==> src/rtl/usb_timer_pkg.sv <==
// Shared defaults and width helper for the USB fractional bit timer.
// Optional mid-bit sample strobe is enabled by defining USB_TIMER_MID_STROBE_EN.
package usb_timer_pkg;

   localparam int USB_BASE_DIV  = 8;
   localparam int USB_FRAC_NUM  = 1;
   localparam int USB_FRAC_DEN  = 3;
   localparam int USB_BYTE_BITS = 8;

   // Counter width for a value range of n codes, never narrower than one bit.
   function automatic int cnt_width(input int n);
      return (n <= 2) ? 1 : $clog2(n);
   endfunction

endpackage

==> src/rtl/usb_frac_divider.sv <==
// Integer + fractional bit-period divider producing the bit strobe and an
// optional mid-bit sample strobe (USB_TIMER_MID_STROBE_EN).
module usb_frac_divider
   import usb_timer_pkg::*;
#(
   parameter int BASE_DIV = USB_BASE_DIV,
   parameter int FRAC_NUM = USB_FRAC_NUM,
   parameter int FRAC_DEN = USB_FRAC_DEN
) (
   input  logic clk,
   input  logic rst,
   input  logic timer_en,
   input  logic sync,
   output logic tick,
   output logic bit_strobe,
   output logic sample_strobe
);

   localparam int DIV_W = cnt_width(BASE_DIV + 2);
   localparam int ACC_W = cnt_width(FRAC_DEN + 1);
   localparam logic [DIV_W-1:0] BASE_C = DIV_W'(BASE_DIV);
   localparam logic [ACC_W:0]   NUM_C  = (ACC_W+1)'(FRAC_NUM);
   localparam logic [ACC_W:0]   DEN_C  = (ACC_W+1)'(FRAC_DEN);

   logic [DIV_W-1:0] div_cnt;
   logic [DIV_W-1:0] cnt_nxt;
   logic [DIV_W-1:0] period;
   logic [ACC_W-1:0] acc;
   logic [ACC_W:0]   acc_sum;
   logic [ACC_W:0]   acc_nxt;
   logic             ext;
   logic             wrap;
   logic             carry;
   logic             at_end;

   // wrap remembers that the last enabled cycle ended a bit, so the count
   // restarts at 1 even if timer_en dropped right after the strobe.
   assign period  = BASE_C + DIV_W'(ext);
   assign cnt_nxt = wrap ? DIV_W'(1) : div_cnt + DIV_W'(1);
   assign at_end  = (cnt_nxt == period);
   assign tick    = timer_en & ~sync & at_end;

   assign acc_sum = {1'b0, acc} + NUM_C;
   assign carry   = (acc_sum >= DEN_C);
   assign acc_nxt = carry ? (acc_sum - DEN_C) : acc_sum;

   always_ff @(posedge clk) begin
      if (rst || sync) begin
         div_cnt    <= '0;
         acc        <= '0;
         ext        <= 1'b0;
         wrap       <= 1'b0;
         bit_strobe <= 1'b0;
      end else if (timer_en) begin
         div_cnt    <= cnt_nxt;
         wrap       <= at_end;
         bit_strobe <= at_end;
         if (at_end) begin
            acc <= ACC_W'(acc_nxt);
            ext <= carry;
         end
      end else begin
         bit_strobe <= 1'b0;
      end
   end

`ifdef USB_TIMER_MID_STROBE_EN
   localparam logic [DIV_W-1:0] MID_C = DIV_W'(BASE_DIV / 2);

   always_ff @(posedge clk) begin
      if (rst || sync) begin
         sample_strobe <= 1'b0;
      end else begin
         sample_strobe <= timer_en && (cnt_nxt == MID_C);
      end
   end
`else
   assign sample_strobe = 1'b0;
`endif

endmodule

==> src/rtl/usb_frac_bit_timer.sv <==
// USB bit/byte timing generator: fractional divider plus bit/byte counters,
// stuffed-bit hold and packet-start resync. Macro: USB_TIMER_MID_STROBE_EN.
module usb_frac_bit_timer
   import usb_timer_pkg::*;
#(
   parameter int BASE_DIV   = USB_BASE_DIV,
   parameter int FRAC_NUM   = USB_FRAC_NUM,
   parameter int FRAC_DEN   = USB_FRAC_DEN,
   parameter int BYTE_BITS  = USB_BYTE_BITS,
   parameter int BYTE_CNT_W = 8
) (
   input  logic                         clk,
   input  logic                         rst,
   input  logic                         timer_en,
   input  logic                         sync,
   input  logic                         stuff_hold,
   output logic                         bit_strobe,
   output logic                         byte_done,
   output logic [$clog2(BYTE_BITS)-1:0] bit_idx,
   output logic [BYTE_CNT_W-1:0]        byte_cnt,
   output logic                         sample_strobe
);

   localparam int IDX_W = $clog2(BYTE_BITS);
   localparam logic [IDX_W-1:0] LAST_IDX = IDX_W'(BYTE_BITS - 1);

   if ((FRAC_DEN < 1) || (FRAC_NUM < 0) || (FRAC_NUM >= FRAC_DEN) ||
       (BASE_DIV < 2) || (BYTE_BITS < 2)) begin : g_bad_params
      $error("usb_frac_bit_timer: illegal parameters (need 0<=FRAC_NUM<FRAC_DEN, BASE_DIV>=2, BYTE_BITS>=2)");
   end

   logic tick;

   usb_frac_divider #(
      .BASE_DIV (BASE_DIV),
      .FRAC_NUM (FRAC_NUM),
      .FRAC_DEN (FRAC_DEN)
   ) u_div (
      .clk           (clk),
      .rst           (rst),
      .timer_en      (timer_en),
      .sync          (sync),
      .tick          (tick),
      .bit_strobe    (bit_strobe),
      .sample_strobe (sample_strobe)
   );

   // Counters advance on the same edge that raises bit_strobe, so byte_done
   // and the updated counts appear together with the completing strobe.
   always_ff @(posedge clk) begin
      if (rst || sync) begin
         bit_idx   <= '0;
         byte_cnt  <= '0;
         byte_done <= 1'b0;
      end else begin
         byte_done <= 1'b0;
         if (tick && !stuff_hold) begin
            if (bit_idx == LAST_IDX) begin
               bit_idx   <= '0;
               byte_cnt  <= byte_cnt + BYTE_CNT_W'(1);
               byte_done <= 1'b1;
            end else begin
               bit_idx <= bit_idx + IDX_W'(1);
            end
         end
      end
   end

endmodule

==> config.mk <==
export PLATFORM = sky130hd
export DESIGN_NAME = usb_frac_bit_timer
export DESIGN_NICKNAME = d
export VERILOG_FILES = /design/src/rtl/usb_timer_pkg.sv /design/src/rtl/usb_frac_divider.sv /design/src/rtl/usb_frac_bit_timer.sv
export SDC_FILE = /design/constraint.sdc
export NUM_CORES = 1
export LEC_CHECK = 0
export CAP_MARGIN = 20
export CORE_MARGIN = 5
export CORE_UTILIZATION = 27
export DETAILED_ROUTE_END_ITERATION = 10
export DONT_BUFFER_PORTS = 1
export PLACE_DENSITY_LB_ADDON = 0.25
export SLEW_MARGIN = 20
export SYNTH_ARGS = -nofsm -noshare
export SYNTH_HDL_FRONTEND = slang
export SYNTH_SLANG_ARGS = --single-unit
==> constraint.sdc <==
create_clock -name clk -period 1.85 [get_ports clk]
set_input_delay 0.185 -clock clk [delete_from_list [all_inputs] [get_ports clk]]
set_output_delay 0.185 -clock clk [all_outputs]
set_load 0.03 [all_outputs]
==> results by group, run 1 <==
Outcome
  • Status: finished, final reports clean

Power and ir drop
  • Switching part of the total power: 22.63%
  • Design Power: 0.0008087 W
  • Share of total power in combinational logic: 6.0%
  • Net switching power: 0.0001830 W
  • Internal Power: 0.0006257 W
  • Clock power frac: 37.7%
  • Peak VDD IR: 0.2437 mV
  • Seq pwr share: 56.3%
  • Leak: 0.5021 nW
  • PD cells: 608.6 nW/µm²

Synth
  • Synthesized area per cell: 8.963 µm²
  • Yosys reg bits: 21
  • FFs w/ async S/R, synth: 0%
  • Dominant synthesized flop cell: dfxtp_1
  • Largest area contributor in the netlist: dfxtp_1
  • Top post-synthesis cells by area: dfxtp_1 (40%), mux2i_1 (5.8%), a21oi_1 (5.3%)
  • Synthesized netlist cell count: 116
  • Synth warnings: 0
  • Top-area cell type share of the netlist area: 40.43%
  • Post-synth EDFFs: 0
  • Synth Cell Area: 1040 µm²
  • Synth Net Count: 125
  • Yosys cell types: 36
  • Sequential share of the synthesized area: 40.43%

Final layout
  • Most frequent cells in the layout: dfxtp_1 (19), buf_4 (16), a21oi_1 (11), nand2_1 (10), o21ai_0 (7)
  • Final #Nets: 142
  • Commonest non-fill, non-tap cell in the layout: dfxtp_1
  • Fraction of layout cells with a size suffix above 1: 26.52%
  • Antenna cells: 0
  • Layout fillers: 390
  • Finished Layout Cells: 180
  • Area growth, synth to finish: 27.80%

Route
  • Via count: 951
  • Iter 0 DRT Violations: 70
  • WL per Instance: 14.67 µm
  • DRT antenna net count: 0
  • DRT Pass-1 Iters: 4
  • Final wirelength: 2.641 mm
  • Residual DRC: 0
  • Vias/cell: 5.283

Timing
  • Hold Slack: 0.02692 ns
  • Final min period: 1.826 ns
  • Endpoints failing hold: 0
  • Final Skew: 0.007543 ns
  • # setup viols final: 0
  • RSZ-0062 raised after global routing: true
  • Highest Clock Rate: 0.5477 GHz
  • Max-slew violations: 0
  • Final period util: 98.69%
  • Slew margin rel.: 57.67%
  • Worst-margin pin slew: 0.6326 ns

Floorplan
  • Die height: 72.06 µm
  • Die outline width: 72.06 µm
  • Die area: 5192 µm²
  • # rows: 22
  • Core ar.: 3689 µm²
  • Initial core utilization: 28.19%
  • Boundary pin count: 19

Clocking
  • CTS buffer count: 3
  • Root buffer cell: clkbuf_8
  • Clk_lat worst skew: 0.26 ns
  • Clock-pin slew on the worst setup and hold paths: 0.08 ns
  • CTS tree: yes
  • H-tree levels: 1
  • Cts hold-fix bufs: 0
  • Bufs on Longest Clock Path: 2
  • CTS Sinks: 21

Run
  • Max Cap Viol: 0

Critical path
  • WP data arrival: 2.02 ns
  • Crit. End Element: flip-flop
  • Crit path launch type: flip-flop
  • Worst Path Required: 2.05 ns
  • Crit path max fanout: 5
  • Crit Path Category: reg -> reg
  • Reg2reg start: u_div.div_cnt[0]
  • CP startpoint: u_div.div_cnt[0]

Placed design
  • IO buf count: 0
  • Post-DP HPWL: 1.902 mm
  • GP Congestion: 0.7500
  • Placed Cells: 174

GRT
  • GRT overflow: 0
  • Antenna violations before repair: 0
  • First-pass GRT wire length: 4.560 mm
  • Largest net degree at the start of global routing: 14
  • Vias in the first global route: 956
  • GRT Util Overall: 11.10%

Worst hold path
  • Worst Hold Launch: timer_en
  • Worst hold path class: in -> reg
==> metal layers <==
metal / wire, µm / global-route usage, %
met5: 0 / 0
met4: 12 / 5.010
met3: 86 / 2.078
met2: 1325 / 18.47
met1: 1216 / 13.87
==> kinds of logic (layout without fill, tap and decap cells) <==
logic type | after synthesis | count (layout) | share of synthesized area (%)
compound gates | 25 | 25 | 14.08
fa+ha+maj | 4 | 4 | 4.814
simple gates | 50 | 51 | 28.52
flops | 21 | 21 | 40.43
xor+xnor | 2 | 2 | 1.685
buf+inv | 6 | 21 | 3.249
other cells | 1 | 1 | 0.3607
mux | 7 | 7 | 6.859
==> sequential cells by signal, summed over array words and instances (netlist names) <==
name	cells
u_div.wrap	1
byte_done	1
u_div.bit_strobe	1
u_div.div_cnt	4
byte_cnt	8
bit_idx	3
u_div.ext	1
u_div.acc	2
==> final cells by class <==
type	count	area, µm²	area share [%]
clock buffers	3	41.29	3.107
well taps	48	60.06	4.520
inverters	1	3.754	0.2825
clock inverters	1	5.005	0.3766
multi-input cells	90	675.6	50.85
repair buffers	16	120.1	9.040
flip-flops and latches	21	422.9	31.83
==> through the flow <==
stage                     cell area [µm²]  setup slack (ns)  utilization (%)  setup TNS, ns
after detailed placement             1214          -0.05594            32.90       -0.08078
after global routing                 1329          -0.02025            36.02       -0.03093
after CTS                            1292          -0.04397            35.04       -0.08836
after global placement               1214         -0.001326            32.90      -0.001326
after floorplan                      1071           0.01029                -              0
final                                1329           0.02419            36.02              0
==> synthesized netlist by cell type, types with 2 or more instances <==
master    instances
o21ai_0           7
mux2i_1           6
o311ai_0          2
nand2b_1          3
nand4_1           4
o41ai_1           2
nand2_1          10
nor4_1            3
or4_1             3
clkbuf_1          3
nor2_1            4
or3_1             5
nor3_1            2
dfxtp_1          21
o31ai_1           2
or3_2             2
ha_1              4
nand3_1           5
a21oi_1          11
==> power by group through the flow <==
stage / registers (W) / logic (W) / clock network, W
after CTS: 0.000455 / 0.0000464 / 0.000319
after floorplan: 0.000466 / 0.0000326 / 0
final: 0.000455 / 0.0000488 / 0.000305
after global routing: 0.000455 / 0.0000531 / 0.000341
after detailed placement: 0.000466 / 0.0000429 / 0
after global placement: 0.000465 / 0.0000424 / 0
==> path summary, 6_finish.rpt <==
check | slack (ns) | cells after the start | to
hold / removal | 0.03 | 1 | u_div.div_cnt[0]
setup / recovery | 0.02 | 5 | bit_idx[0]
hold reg to reg | 0.49 | 2 | u_div.acc[0]
setup reg to reg | 0.02 | 5 | bit_idx[0]
==> repair_timing <==
item	in CTS	in global routing
resized for setup	5	6
pin swaps	2	4
buffers inserted	0	1
gates cloned	1	0
endpoints found under the setup margin	5	7
==> critical path, cell delays in order (launching register included) <==
cell,delay [ns]
dfxtp_2,0.35
ha_4,0.17
xor2_2,0.17
or4b_4,0.54
or4_1,0.41
a21oi_1,0.13
No activity file was read; power rests on OpenSTA's default activity.
==> inputs of run 2 (changes only) <==
- CORE_UTILIZATION: 27 -> 50
- clock period: 1.85 -> 2.1 ns (I/O delays scaled with it)
==> run 2 against run 1 <==
Effect of this change:
- register-to-register slack improved by 0.03 ns
- largest cell class unchanged
- critical path type unchanged
- cell area fell by 16%
- sequential power down 12%
- wire length decreased by 15%
- cell count is 18% lower
- count of clock-buffer cells in the layout did not move
- clock power down 36%
- core utilization up 20 points
- first-iteration DRC count is 84% lower
==> results by group, run 2 (same netlist as run 1, synthesis figures left out) <==
Power and ir drop
  • Internal Power: 0.0004829 W (was 0.0006257 W)
  • Clock power frac: 31.0% (was 37.7%)
  • PD cells: 559.4 nW/µm² (was 608.6 nW/µm²)
  • Share of total power in combinational logic: 5.0% (was 6.0%)
  • Design Power: 0.0006264 W (was 0.0008087 W)
  • Peak VDD IR: 0.3278 mV (was 0.2437 mV)
  • Switching part of the total power: 22.91% (was 22.63%)
  • Net switching power: 0.0001435 W (was 0.0001830 W)
  • Seq pwr share: 64.0% (was 56.3%)
  • Leak: 0.3873 nW (was 0.5021 nW)

Critical path
  • WP data arrival: 2.29 ns (was 2.02 ns)
  • R2R depth: 5 (unchanged)
  • Worst Path Required: 2.34 ns (was 2.05 ns)
  • Worst path slowest cell: or4b_4 (unchanged)
  • Crit. End Element: flip-flop (unchanged)
  • Crit path max fanout: 11 (was 5)
  • Crit path launch type: flip-flop (unchanged)
  • Crit Path Category: reg -> reg (unchanged)
  • Reg2reg start: u_div.div_cnt[0] (unchanged)
  • Reg-to-reg slack, setup: 0.06 ns (was 0.02 ns)
  • CP cell instances: ha_1 > xor2_1 > or4b_4 > nor4_1 > mux2i_1 (was ha_4 > xor2_2 > or4b_4 > or4_1 > a21oi_1)
  • Worst R2R End: byte_cnt[6] (was bit_idx[0])
  • Worst stage delay on the critical path: 0.57 ns (was 0.54 ns)

Worst hold path
  • Hold endpoint: u_div.div_cnt[1] (was u_div.div_cnt[0])
  • Worst Hold Launch: timer_en (unchanged)
  • Hold path cells: 2 (was 1)
  • Worst hold path class: in -> reg (unchanged)

Final layout
  • Max FFs per register: 8 (unchanged)
  • Antenna cells: 0 (unchanged)
  • Final #Nets: 131 (was 142)
  • Fraction of layout cells with a size suffix above 1: 13.22% (was 26.52%)
  • Largest regs: byte_cnt x8, u_div.div_cnt x4, bit_idx x3 (unchanged)
  • Layout fillers: 186 (was 390)
  • Top reg by flops: byte_cnt (unchanged)
  • Commonest non-fill, non-tap cell in the layout: dfxtp_1 (unchanged)
  • Multi-input logic area: 585.6 µm² (was 675.6 µm²)
  • Cell area after layout: 1120 µm² (was 1329 µm²)
  • Area growth, synth to finish: 7.701% (was 27.80%)
  • Reg area: 421.7 µm² (was 422.9 µm²)
  • Most frequent cells in the layout: dfxtp_1 (20), a21oi_1 (11), nand2_1 (10), o21ai_0 (7), mux2i_1 (6) (was dfxtp_1 (19), buf_4 (16), a21oi_1 (11), nand2_1 (10), o21ai_0 (7))

Timing
  • Final min period: 2.044 ns (was 1.826 ns)
  • Slew margin rel.: 60.23% (was 57.67%)
  • Hold Slack: 0.06099 ns (was 0.02692 ns)
  • RSZ-0062 raised after global routing: true (unchanged)
  • Final period util: 97.34% (was 98.69%)
  • Highest Clock Rate: 0.4892 GHz (was 0.5477 GHz)
  • Endpoints failing hold: 0 (unchanged)
  • Max-slew violations: 0 (unchanged)
  • Worst-margin pin slew: 0.5944 ns (was 0.6326 ns)
  • # setup viols final: 0 (unchanged)
  • Setup ws final: 0.05591 ns (was 0.02419 ns)
  • Final Skew: 0.007100 ns (was 0.007543 ns)

GRT
  • Antenna violations before repair: 0 (unchanged)
  • Largest net degree at the start of global routing: 18 (was 14)
  • Vias in the first global route: 886 (was 956)
  • GRT Util Overall: 15.46% (was 11.10%)
  • GRT overflow: 0 (unchanged)
  • First-pass GRT wire length: 3.981 mm (was 4.560 mm)

Route
  • Via count: 913 (was 951)
  • Final wirelength: 2.255 mm (was 2.641 mm)
  • WL per Instance: 15.24 µm (was 14.67 µm)
  • Vias/cell: 6.169 (was 5.283)
  • DRT Pass-1 Iters: 4 (unchanged)
  • DRT antenna net count: 0 (unchanged)
  • Residual DRC: 0 (unchanged)
  • Iter 0 DRT Violations: 11 (was 70)

Floorplan
  • # rows: 16 (was 22)
  • Boundary pin count: 19 (unchanged)
  • Initial core utilization: 52.46% (was 28.19%)
  • Die height: 55.60 µm (was 72.06 µm)
  • Core ar.: 1982 µm² (was 3689 µm²)
  • Die outline width: 55.60 µm (was 72.06 µm)
  • Die area: 3091 µm² (was 5192 µm²)

Clocking
  • Clock-pin slew on the worst setup and hold paths: 0.12 ns (was 0.08 ns)
  • Bufs on Longest Clock Path: 2 (unchanged)
  • CTS Sinks: 21 (unchanged)
  • Root buffer cell: clkbuf_4 (was clkbuf_8)
  • CTS buffer count: 3 (unchanged)
  • CTS tree: yes (unchanged)
  • H-tree levels: 1 (unchanged)
  • Clk_lat worst skew: 0.30 ns (was 0.26 ns)
  • # Post-CTS Setup Buffers: 0 (unchanged)

Placed design
  • Post-DP HPWL: 1.615 mm (was 1.902 mm)
  • IO buf count: 0 (unchanged)
  • Post-Place Setup Slack: 0.06454 ns (was -0.05594 ns)
  • GP Congestion: 0.8442 (was 0.7500)
  • Placed Area: 1081 µm² (was 1214 µm²)

Run
  • Max Cap Viol: 0 (unchanged)

Outcome
  • Status: finished, final reports clean (unchanged)
[run 2: cell types whose count changed in the layout (fill, tap and decap cells not counted), moves of 2 or more]
cell	previous run	this run
o311ai_1	2	0
buf_4	16	5
clkbuf_4	0	3
clkbuf_8	3	0
nor4_1	0	3
nor4_4	3	0
o311ai_0	0	2
[run 2: critical path, delay by kind of cell, from the launching register on]
| kind | cells | cell delay, ns |
|---|---|---|
| xor gates and xnor gates | 1 | 0.19 |
| adders and majority gates | 1 | 0.23 |
| DFF | 1 | 0.36 |
| muxes | 1 | 0.23 |
| and+or+nand+nor | 2 | 0.97 |
[run 2: how the worst max path moves through the flow]
stage,start,end,slack [ns],cells after the start
finish,u_div.div_cnt[0],byte_cnt[6],0.06,5
global route,u_div.div_cnt[0],byte_cnt[6],-0.02,5
CTS,u_div.div_cnt[0],byte_cnt[6],0.04,5
detailed placement,u_div.div_cnt[0],byte_cnt[6],0.06,5
global placement,u_div.div_cnt[0],byte_cnt[6],0.14,5
floorplan,u_div.div_cnt[0],byte_cnt[6],0.18,5
[run 2: metrics by stage]
step / setup TNS (ns) / cells / util [%]
2_1_floorplan: 0 / 116 / -
3_3_place_gp: 0 / 143 / 54.55
3_5_place_dp: 0 / 143 / 54.55
4_1_cts: 0 / 148 / 56.44
5_1_grt: -0.05427 / 148 / 56.50
6_report: 0 / 148 / 56.50
[run 2: cell type report]
type                            instances  area share, %
Clock buffer                            3          2.011
Clock inverter                          1         0.4469
Inverter                                1         0.3352
Multi-Input combinational cell         89          52.29
Sequential cell                        21          37.65
Tap cell                               27          3.017
Timing Repair Buffer                    6          4.246
[run 2: metal layers]
metal  track usage, %  share of wire, %  vias up
met2            23.65                45       23
li1                 -                 -      453
met5                0                 0        -
met4            4.514              0.58        0
met1            19.75                48      435
met3            6.497               6.2        2
[run 2: repair_timing]
item                                    in CTS  in global routing
endpoints found under the setup margin       0                  5
hold buffers                                 1                  0
endpoints found under the hold margin        1                  0
gates resized for setup                      0                  1
[run 2: power by group through the flow]
stage | Sequential [W] | Clock, W | Combinational [W]
after floorplan | 0.000410 | 0 | 0.0000276
after global placement | 0.000410 | 0 | 0.0000282
after detailed placement | 0.000410 | 0 | 0.0000293
after CTS | 0.000401 | 0.000198 | 0.0000310
after global routing | 0.000402 | 0.000221 | 0.0000346
final | 0.000401 | 0.000194 | 0.0000313
==> inputs of run 3 (changes only) <==
- CAP_MARGIN: 20 -> 10
- CORE_UTILIZATION: 50 -> 30
- SLEW_MARGIN: 20 -> not set
==> run 3 against run 2 <==
Effect of this change:
- cell area up 5.3%
- maximum frequency grew 3.1%
- cell count rose by 14%
- core utilization down 21 points
- wire length up 9.4%
- flip-flop and latch count unchanged
- count of clock-buffer cells in the layout grew 1
- clock skew is 0.0024 ns lower
- critical path depth stayed put
- non-clock buffer count stayed put
- die area rose by 53%
- combinational power rose by 5%
- highest routed layer unchanged
==> results by group, run 3 (same netlist as run 1, synthesis figures left out) <==
Outcome
  • Status: finished, final reports clean (unchanged)

Route
  • Iter 0 DRT Violations: 112 (was 11)
  • DRT antenna net count: 0 (unchanged)
  • Residual DRC: 0 (unchanged)
  • Vias/cell: 5.363 (was 6.169)
  • Final wirelength: 2.466 mm (was 2.255 mm)
  • Via count: 901 (was 913)
  • WL per Instance: 14.68 µm (was 15.24 µm)
  • DRT Pass-1 Iters: 4 (unchanged)

Final layout
  • Largest regs: byte_cnt x8, u_div.div_cnt x4, bit_idx x3 (unchanged)
  • Fraction of layout cells with a size suffix above 1: 17.21% (was 13.22%)
  • Antenna cells: 0 (unchanged)
  • Max FFs per register: 8 (unchanged)
  • Area growth, synth to finish: 13.36% (was 7.701%)
  • Most frequent cells in the layout: dfxtp_1 (20), nand2_1 (10), a21oi_1 (10), o21ai_0 (7), mux2i_1 (6) (was dfxtp_1 (20), a21oi_1 (11), nand2_1 (10), o21ai_0 (7), mux2i_1 (6))
  • Commonest non-fill, non-tap cell in the layout: dfxtp_1 (unchanged)
  • Top reg by flops: byte_cnt (unchanged)
  • Final #Nets: 132 (was 131)
  • Finished Layout Cells: 168 (was 148)

Critical path
  • Crit path max fanout: 6 (was 11)
  • Worst R2R End: byte_cnt[6] (unchanged)
  • Worst Path Required: 2.33 ns (was 2.34 ns)
  • CP cell instances: ha_2 > xor2_2 > or4b_4 > nor4_2 > mux2i_1 (was ha_1 > xor2_1 > or4b_4 > nor4_1 > mux2i_1)
  • CP bufs+invs: 0 (unchanged)
  • Crit. End Element: flip-flop (unchanged)
  • WP data arrival: 2.22 ns (was 2.29 ns)
  • R2R depth: 5 (unchanged)
  • Reg2reg start: u_div.div_cnt[0] (unchanged)
  • Crit Path Category: reg -> reg (unchanged)
  • Worst path slowest cell: or4b_4 (unchanged)
  • Reg-to-reg slack, setup: 0.12 ns (was 0.06 ns)
  • Worst stage delay on the critical path: 0.60 ns (was 0.57 ns)
  • Delay-heaviest family, CP: simple AND/OR/NAND/NOR gates (unchanged)
  • Crit path launch type: flip-flop (unchanged)

Clocking
  • CTS buffer count: 3 (unchanged)
  • Root buffer cell: clkbuf_4 (unchanged)
  • H-tree levels: 1 (unchanged)
  • Bufs on Longest Clock Path: 2 (unchanged)
  • # Post-CTS Setup Buffers: 0 (unchanged)
  • CTS tree: yes (unchanged)
  • Clock-pin slew on the worst setup and hold paths: 0.12 ns (about the same)
  • Clk_lat worst skew: 0.30 ns (about the same)
  • CTS Sinks: 21 (unchanged)

GRT
  • GRT Util Overall: 11.02% (was 15.46%)
  • Vias in the first global route: 808 (was 886)
  • Largest net degree at the start of global routing: 18 (unchanged)
  • GRT overflow: 0 (unchanged)
  • Antenna violations before repair: 0 (unchanged)
  • First-pass GRT wire length: 3.946 mm (was 3.981 mm)

Floorplan
  • Die area: 4743 µm² (was 3091 µm²)
  • # rows: 21 (was 16)
  • Initial core utilization: 31.16% (was 52.46%)
  • Die outline width: 68.87 µm (was 55.60 µm)
  • Die height: 68.87 µm (was 55.60 µm)
  • Core ar.: 3337 µm² (was 1982 µm²)
  • Boundary pin count: 19 (unchanged)

Timing
  • Final period util: 94.42% (was 97.34%)
  • Worst-margin pin slew: 0.6059 ns (was 0.5944 ns)
  • Final min period: 1.983 ns (was 2.044 ns)
  • Max-slew violations: 0 (unchanged)
  • # setup viols final: 0 (unchanged)
  • Endpoints failing hold: 0 (unchanged)
  • Setup TNS: 0 ns (unchanged)
  • Final Skew: 0.004690 ns (was 0.007100 ns)
  • Highest Clock Rate: 0.5043 GHz (was 0.4892 GHz)
  • Slew margin rel.: 59.46% (was 60.23%)
  • RSZ-0062 raised after global routing: false (was true)

Worst hold path
  • Hold path cells: 2 (unchanged)
  • Hold endpoint: u_div.div_cnt[1] (unchanged)
  • Worst Hold Launch: timer_en (unchanged)
  • Worst hold path class: in -> reg (unchanged)

Power and ir drop
  • Switching part of the total power: 23.14% (was 22.91%)
  • Net switching power: 0.0001466 W (was 0.0001435 W)
  • PD cells: 537.4 nW/µm² (was 559.4 nW/µm²)
  • Internal Power: 0.0004868 W (was 0.0004829 W)
  • Share of total power in combinational logic: 5.2% (was 5.0%)
  • Seq pwr share: 63.4% (was 64.0%)
  • Clock power frac: 31.4% (was 31.0%)
  • Leak: 0.3828 nW (was 0.3873 nW)
  • Peak VDD IR: 0.2608 mV (was 0.3278 mV)

Placed design
  • IO buf count: 0 (unchanged)
  • Placed Cells: 162 (was 143)
  • GP Congestion: 0.7859 (was 0.8442)
  • Post-DP HPWL: 1.692 mm (was 1.615 mm)

Run
  • Max Cap Viol: 0 (unchanged)
## run 3: changes by cell type in the layout (fill, tap and decap cells not counted), sizes merged
cell	before	now
clkinv	1	0
or4b	1	2
clkbuf	3	4
## run 3: layout make-up
class / instances / area [µm²]
inverter: 1 / 3.754
timing repair buffer: 6 / 47.55
sequential: 21 / 421.7
multi-input combinational: 90 / 621.8
clock buffer: 4 / 26.28
tap: 46 / 57.56
fill: 367 / 2158
## run 3: worst max path at each step
stage	cells past startpoint	slack [ns]	start	endpoint
2_1_floorplan	5	0.18	u_div.div_cnt[0]	byte_cnt[6]
3_3_place_gp	5	0.14	u_div.div_cnt[0]	byte_cnt[6]
3_5_place_dp	5	0.04	u_div.div_cnt[0]	byte_cnt[6]
4_1_cts	5	0.02	u_div.div_cnt[0]	byte_cnt[6]
5_1_grt	5	0.03	u_div.div_cnt[0]	byte_cnt[7]
6_report	5	0.12	u_div.div_cnt[0]	byte_cnt[6]
## run 3: power groups by stage
stage	logic, W	clock network, W	registers (W)
detailed placement	0.0000291	0	0.000410
finish	0.0000330	0.000199	0.000401
CTS	0.0000308	0.000209	0.000401
global route	0.0000359	0.000223	0.000402
global placement	0.0000287	0	0.000410
floorplan	0.0000276	0	0.000410
## run 3: through the flow
step / hold WS, ns / utilization (%) / worst slack, ns / cell area (µm²) / power (W)
2_1_floorplan: 0.3836 / - / 0.1791 / 1040 / 0.0004372
3_3_place_gp: 0.3224 / 33.11 / 0.1438 / 1105 / 0.0004384
3_5_place_dp: 0.3260 / 33.11 / 0.03651 / 1105 / 0.0004390
4_1_cts: 0.04797 / 34.20 / 0.02050 / 1141 / 0.0006407
5_1_grt: 0.05248 / 35.32 / 0.02992 / 1179 / 0.0006602
6_report: 0.04943 / 35.32 / 0.1172 / 1179 / 0.0006333
## run 3: timing repair
item | in CTS | in global routing
hold endpoints to repair | 1 | 0
gates resized for setup | 0 | 6
endpoints found under the setup margin | 0 | 4
hold buffers | 1 | 0
## run 3: layer usage
metal / vias up / wire length, µm / GRT usage (%)
met5: - / 0 / 0
met4: 0 / 12 / 2.190
met3: 2 / 186 / 4.376
met2: 28 / 1116 / 16.43
met1: 419 / 1151 / 15.00
li1: 452 / - / -
